`config.mk`:
```
export PLATFORM = sky130hd
export DESIGN_NAME = x_micro_sequencer_ctrl
export DESIGN_NICKNAME = d
export VERILOG_FILES = /design/src/rtl/x_micro_sequencer_ctrl.sv
export SDC_FILE = /design/constraint.sdc
export NUM_CORES = 1
export LEC_CHECK = 0
export CORE_UTILIZATION = 45
export DETAILED_ROUTE_END_ITERATION = 8
export GPL_ROUTABILITY_DRIVEN = 0
export MAX_ROUTING_LAYER = met4
export PLACE_DENSITY = 0.81
export SETUP_SLACK_MARGIN = 0.1
export SYNTH_ARGS = -nofsm -noshare
export SYNTH_HDL_FRONTEND = slang
export SYNTH_SLANG_ARGS = --single-unit
```
`constraint.sdc`:
```
create_clock -name i_clk -period 4.2 [get_ports i_clk]
set_input_delay 0.84 -clock i_clk [delete_from_list [all_inputs] [get_ports i_clk]]
set_output_delay 0.84 -clock i_clk [all_outputs]
set_load 0.05 [all_outputs]
```
`src/rtl/x_micro_sequencer_ctrl.sv`:
```
// Host-side micro-sequencer controller: decodes LOAD/RUN/STATUS byte commands, writes
// 40-bit program words into sequencer RAM and runs the loaded program N times.
module x_micro_sequencer_ctrl #(
  parameter int unsigned BUSY_TIMEOUT = 8,
  parameter logic [7:0]  ACK_BYTE     = 8'hA5,
  parameter logic [7:0]  ERR_BYTE     = 8'hEE
) (
  input  logic        i_clk,
  input  logic        i_rst,
  input  logic        i_rx_valid,
  input  logic [7:0]  i_rx_data,
  output logic        o_rx_ready,
  output logic        o_tx_valid,
  output logic [7:0]  o_tx_data,
  input  logic        i_tx_ready,
  output logic        o_seq_wen,
  output logic [8:0]  o_seq_waddr,
  output logic [3:0]  o_seq_wcmd,
  output logic [35:0] o_seq_wdata,
  output logic        o_seq_start,
  input  logic        i_seq_busy,
  output logic [7:0]  o_runs
);

  localparam int unsigned TW = $clog2(BUSY_TIMEOUT + 1);

  localparam logic [3:0] IDLE      = 4'd0;
  localparam logic [3:0] ADDR      = 4'd1;
  localparam logic [3:0] WORD      = 4'd2;
  localparam logic [3:0] WRITE     = 4'd3;
  localparam logic [3:0] RUN_CNT   = 4'd4;
  localparam logic [3:0] START     = 4'd5;
  localparam logic [3:0] WAIT_BUSY = 4'd6;
  localparam logic [3:0] WAIT_DONE = 4'd7;
  localparam logic [3:0] GAP       = 4'd8;
  localparam logic [3:0] RESP      = 4'd9;

  logic [3:0]    state_q, state_d;
  logic [2:0]    cnt_q, cnt_d;
  logic [8:0]    addr_q, addr_d;
  logic [39:0]   word_q, word_d;
  logic [7:0]    runs_q, runs_d;
  logic [TW-1:0] tout_q, tout_d;
  logic          start_q, start_d;
  logic [7:0]    tx_data_q, tx_data_d;
  logic          rx_accept;
  logic          run_active;

  // Ready is masked by reset so every output reads 0 while reset is held.
  assign o_rx_ready = !i_rst && (state_q == IDLE || state_q == ADDR ||
                                 state_q == WORD || state_q == RUN_CNT);
  assign rx_accept  = i_rx_valid && o_rx_ready;
  assign run_active = (state_q == START) || (state_q == WAIT_BUSY) ||
                      (state_q == WAIT_DONE) || (state_q == GAP);

  assign o_tx_valid  = (state_q == RESP);
  assign o_tx_data   = tx_data_q;
  assign o_seq_wen   = (state_q == WRITE);
  assign o_seq_waddr = addr_q;
  assign o_seq_wcmd  = word_q[3:0];
  assign o_seq_wdata = word_q[39:4];
  assign o_seq_start = start_q;
  assign o_runs      = runs_q;

  always_comb begin
    state_d   = state_q;
    cnt_d     = cnt_q;
    addr_d    = addr_q;
    word_d    = word_q;
    runs_d    = runs_q;
    tout_d    = tout_q;
    start_d   = start_q;
    tx_data_d = tx_data_q;
    unique case (state_q)
      IDLE: begin
        cnt_d = 3'd0;
        if (rx_accept) begin
          case (i_rx_data)
            8'h01: state_d = ADDR;
            8'h02: state_d = RUN_CNT;
            8'h03: begin
              tx_data_d = {6'b0, i_seq_busy, run_active};
              state_d   = RESP;
            end
            default: begin
              tx_data_d = ERR_BYTE;
              state_d   = RESP;
            end
          endcase
        end
      end
      ADDR: begin
        if (rx_accept) begin
          cnt_d = cnt_q + 3'd1;
          if (cnt_q == 3'd0) begin
            addr_d[7:0] = i_rx_data;
          end else begin
            addr_d[8] = i_rx_data[0];
            state_d   = WORD;
          end
        end
      end
      WORD: begin
        // Bytes arrive LSB-first, so shift in from the top.
        if (rx_accept) begin
          word_d = {i_rx_data, word_q[39:8]};
          cnt_d  = cnt_q + 3'd1;
          if (cnt_q == 3'd6) state_d = WRITE;
        end
      end
      WRITE: begin
        tx_data_d = ACK_BYTE;
        state_d   = RESP;
      end
      RUN_CNT: begin
        if (rx_accept) begin
          runs_d  = (i_rx_data == 8'd0) ? 8'd1 : i_rx_data;
          state_d = START;
        end
      end
      START: begin
        start_d = 1'b1;
        tout_d  = '0;
        state_d = WAIT_BUSY;
      end
      WAIT_BUSY: begin
        if (i_seq_busy) begin
          start_d = 1'b0;
          state_d = WAIT_DONE;
        end else if (tout_q == TW'(BUSY_TIMEOUT - 1)) begin
          start_d   = 1'b0;
          runs_d    = 8'd0;
          tx_data_d = ERR_BYTE;
          state_d   = RESP;
        end else begin
          tout_d = tout_q + TW'(1);
        end
      end
      WAIT_DONE: begin
        if (!i_seq_busy) begin
          runs_d = runs_q - 8'd1;
          if (runs_q == 8'd1) begin
            tx_data_d = ACK_BYTE;
            state_d   = RESP;
          end else begin
            state_d = GAP;
          end
        end
      end
      GAP: state_d = START;
      RESP: begin
        if (i_tx_ready) begin
          tx_data_d = 8'd0;
          state_d   = IDLE;
        end
      end
      default: state_d = IDLE;
    endcase
  end

  always_ff @(posedge i_clk or posedge i_rst) begin
    if (i_rst) begin
      state_q   <= IDLE;
      cnt_q     <= 3'd0;
      addr_q    <= 9'd0;
      word_q    <= 40'd0;
      runs_q    <= 8'd0;
      tout_q    <= '0;
      start_q   <= 1'b0;
      tx_data_q <= 8'd0;
    end else begin
      state_q   <= state_d;
      cnt_q     <= cnt_d;
      addr_q    <= addr_d;
      word_q    <= word_d;
      runs_q    <= runs_d;
      tout_q    <= tout_d;
      start_q   <= start_d;
      tx_data_q <= tx_data_d;
    end
  end

endmodule
```
# After elaboration in Yosys (flattened, before gate mapping)
# Index checks and enable logic that the tools add are counted.
word_totals:
  regBits: 77
  out_inout_bits: 69
  word_cells: 105
op_classes:
  addsub: 3
  n_eq_ne: 30
  mux: 35
  bitwise: 1
  n_reduce_logical: 27
op_table:
  columns: ["operator", "n"]
  rows:
  - ["two-way mux 8 bit", 11]
  - ["two-way mux 4 bit", 12]
  - ["case mux 4 bit (10 select lines)", 1]
  - ["case mux 8 bit (5 select lines)", 1]
  - ["case mux 8 bit (3 select lines)", 1]
  - ["== test 4 x 3 -> 1 bit (second input constant)", 5]
  - ["inequality test 2 bit (second input constant)", 9]
  - ["== test 8 x 1 -> 1 bit (second input constant)", 2]
  - ["== test 8 x 2 -> 1 bit (second input constant)", 2]
  - ["case mux 4 bit (2 select lines)", 2]
  - ["case mux 8 bit (2 select lines)", 1]
  - ["inequality test 2 x 1 -> 1 bit (second input constant)", 5]
  - ["AND reduction 3 bit", 3]
  - ["AND reduction 9 bit", 1]
  - ["== test 4 x 2 -> 1 bit (second input constant)", 2]
  - ["== test 4 bit (second input constant)", 2]
  - ["logical NOT 8 bit", 1]
  - ["AND reduction 8 bit", 1]
  - ["subtractor 8 x 1 -> 8 bit (second input constant)", 1]
  - ["logical OR 1 bit", 6]
  - ["case mux 3 bit (2 select lines)", 1]
  - ["AND reduction 2 bit", 3]
  - ["AND reduction 5 bit", 1]
  - ["nonzero test 5 bit", 1]
  - ["16 further kinds", 21]

# Logic depth before layout (Yosys ltp)
logic_depth:
  depth_word: 8
  ltp_mapped: 7
  ltp_nobuf: 6

# Worst setup path before layout
# OpenSTA, ideal clock, no wires.
synth_timing:
  kind: "flip-flop to output port"
  from: "register state_q[1]"
  to: "output o_rx_ready"
  t_arrival_ns: 2.252
  required_ns: 3.360
  slack_ns: 1.108
  stages_incl_launch_ff: 6
  path_cell_list: "dfrtp_1 -> buf_6 -> clkbuf_1 -> clkbuf_1 -> maj3_1 -> nor3_1"
synth_between:
  elab_chain_cells: 5
synth_lines:
  columns: ["item", "line_no", "text"]
  rows:
  - ["start, declared", "38", "logic [3:0] state_q, state_d;"]
  - ["start signal, assigned", "172", "state_q <= state_d;"]
  - ["== test 4 x 1 -> 1 bit / logical NOT 4 bit (equally long branches)", "50", "assign o_rx_ready = !i_rst && (state_q == IDLE || state_q == ADDR ||"]
  - ["logical OR 1 bit (2 in a row)", "50", null]
  - ["logical OR 1 bit *", "51", "state_q == WORD || state_q == RUN_CNT);"]
  - ["logical AND 1 bit *", "50", null]
  - ["end, declared", "12", "output logic o_rx_ready,"]
# Mark *: on every way between the ends. The rest lies on a longest branch, timed or not.

# Worst setup path in the final report
layout_timing:
  from: "register state_q[1]"
  to: "output o_tx_valid"
layout_between:
  elab_chain_cells: 1
layout_lines:
  columns: ["item", "line_no", "text"]
  rows:
  - ["== test 4 bit", "56", "assign o_tx_valid = (state_q == RESP);"]
  - ["end, declared", "13", "output logic o_tx_valid,"]
# No other way between the ends.

==> impl_metrics.ini <==
[clocking]
ctsHtreeMaxLevel = 3
clk_latency_ns = 0.35
cts_hold_buf = 0
cts_tree = built
cts.reportedPaths.clkPinSlew_ns = 0.07
cts_repair_resize_count = 0
tritoncts_num_sinks = 73
tritoncts.num_buffers = 9
ctsRootBufferMaster = clkbuf_8
clockBufferDepth = 2
cts_setup_buffers = 0

[power]
switching_share_pct = 48.27
power-per-cell-area_nw_per_um2 = 887.4
cellLeakagePower_nw = 2.050
switchingPower_mw = 2.011
internal_power_mw = 2.154
share_comb_of_total_power_pct = 56.7
power.sequential.fraction_pct = 30.5
totalPowerFinal_mw = 4.165
ir_drop_uv = 533.2
clkPwrFrac_pct = 12.8

[synth]
synth_enable_flop_cells = 0
post-synth-top-count-cell = dfrtp_1
synth_largest_area_cell = dfrtp_1
synth_top_cell_area_share_pct = 50.02
mean_instance_size_in_the_synthesized_netlist_um2 = 11.59
synth_cells = 315
ys_seq_area_share_pct = 50.02
post_synth_most_frequent_cells = dfrtp_1, mux2_2, inv_1, nor2_1, clkbuf_1
synth_area_leaders = dfrtp_1, mux2_2, ha_1, nor2b_1, o22ai_1
postSynthRegisterBits = 73
ys_async_sr_fraction_pct = 100.0
synth.cell_area_um2 = 3652
yosysWarnings = 0
synth.distinct_cells = 60
main_flop_type_after_synthesis = dfrtp_1
mappedNetlistNets = 334

[routing]
drt-wirelength-per-cell_um = 17.07
drt_first_pass_iters = 4
routed-via-count = 2828
post-route-drc-count = 0
detail_route.wirelength_mm = 8.416
route.antenna.remaining_nets = 0
detail_route.vias_per_cell = 5.736
drtIter0Drc = 229

[setup_path]
worst_ep_arrival_time_ns = 2.60
crit_path_buf_inv_count = 2
crit_chain = or4bb_1 > inv_1 > clkdlybuf4s50_1
critPathLaunchType = register
timing.critical_path.fanout_max = 27
critical_path.reg2reg.startpoint = state_q[1]
timing.setup.critical_path_class = register to primary output
required_ns = 3.36
worst_setup_path_end_kind = primary output
crit_slowest_cell = clkdlybuf4s50_1
critical_path.startpoint = state_q[1]
worst_path_largest_cell_delay_ns = 0.79
critical_path.top_delay_family = buffers and inverters

[floorplan]
fp_rows = 32
die_height_um = 92.09
starting_density_of_the_core_pct = 46.78
die_area_um2 = 8481
core_um2 = 7807
horizontal_die_dimension_um = 92.09
io-pin-count = 82

[status]
run_status = complete, no violations

[sta]
period_share_pct = 82.01
rsz0062_at_grt = no
worst_pin_slew_ns = 0.9023
totalNegativeSetupSlack_ns = 0
fin_ws_ns = 0.7557
final.setup_skew_ns = 0.007727
slew_headroom_pct = 39.85
max_clock_freq_mhz = 290.3
setup_viol = 0
holdWs_ns = 0.5048
hold_viol = 0
final.min_clock_period_ns = 3.444
report.final.slew_viol_count = 0

[layout]
n_antenna_cell = 0
final_cells = 493
finish.net_count = 407
final_instance_area_um2 = 4693
syn_to_final_growth_pct = 28.50
finish.utilization_pct = 60.11
post_route_cells_drive_above_1_share_pct = 18.93

[hold_path]
min_from = word_q[1]
hold_class = register to register

[grt]
via_count_of_the_first_global_routing_pass = 2761
antenna_violations_before_repair = 0
grt_usage_pct = 21.57
grt_overflow_total = 0
grt_first_pass_wirelength_mm = 13.72
grt_start_max_net_pins = 74

[placement]
postPlaceCellArea_um2 = 4509
port_buffers = 80
dp_hpwl_mm = 5.819
placed_cells = 479
place_ws_ns = 0.9865

[job]
max_cap_viol_count = 0
## flip-flops by register name, summed over array words and instances (netlist names)
name and flops:
o_runs 8, word_q 40, tout_q 4, o_seq_start 1, o_seq_waddr 9, cnt_q 3
state_q 4, o_tx_data 4
## layout by cell type, fill, tap and decap left out, types with 5 or more instances in the layout
| cell type | netlist | layout |
|---|---|---|
| clkdlybuf4s50_1 | 0 | 80 |
| dfrtp_1 | 73 | 73 |
| mux2_2 | 53 | 53 |
| nor2_1 | 13 | 13 |
| inv_1 | 14 | 13 |
| nor2b_1 | 10 | 10 |
| nand2_1 | 10 | 10 |
| clkbuf_8 | 0 | 10 |
| o22ai_1 | 9 | 9 |
| o21ai_0 | 7 | 7 |
| nor3_1 | 7 | 7 |
| a211oi_1 | 6 | 6 |
| a21oi_1 | 6 | 6 |
| ha_1 | 6 | 6 |
| nand2b_1 | 5 | 5 |
| nor4_1 | 5 | 5 |
## routing by layer
metal	vias to the layer above	global-route usage, %	wire [µm]
met3	14	4.809	426
met1	1392	26.28	3628
met5	-	-	0
met4	0	8.203	114
li1	1311	-	-
met2	111	35.07	4247
## final timing paths
path,to,slack (ns),cells after the start
min in group asynchronous,tout_q[1],1.16,3
max in group asynchronous,word_q[35],2.43,3
setup / recovery,o_tx_valid,0.76,3
setup reg to reg,state_q[0],1.54,4
hold / removal,word_q[1],0.50,1
hold reg to reg,word_q[1],0.50,1
## layout make-up
cell class | instances | area, µm²
fill | 636 | 3114
multi-input combinational | 206 | 1672
clock buffer | 11 | 141.4
clock inverter | 3 | 42.54
inverter | 14 | 52.55
tap | 102 | 127.6
timing repair buffer | 84 | 830.8
sequential | 73 | 1827
## logic make-up (layout without fill, tap and decap cells)
logic type / after synthesis / after routing / synth area share, %
xor+xnor: 2 / 2 / 0.4797
fa+ha+maj: 10 / 10 / 3.152
compound gates: 57 / 57 / 11.65
mux: 57 / 57 / 17.44
simple gates: 79 / 79 / 12.81
other cells: 1 / 1 / 0.1027
flops: 73 / 73 / 50.02
buf+inv: 36 / 112 / 4.350
## power by group through the flow
stage	combinational [mW]	sequential, mW	clock [mW]
2_1_floorplan	0.835	2.06	0
3_3_place_gp	2.31	1.26	0
3_5_place_dp	2.36	1.28	0
4_1_cts	2.36	1.27	0.544
5_1_grt	2.47	1.31	0.570
6_report	2.36	1.27	0.534
Note: power is estimated with default switching activity, not from simulation.
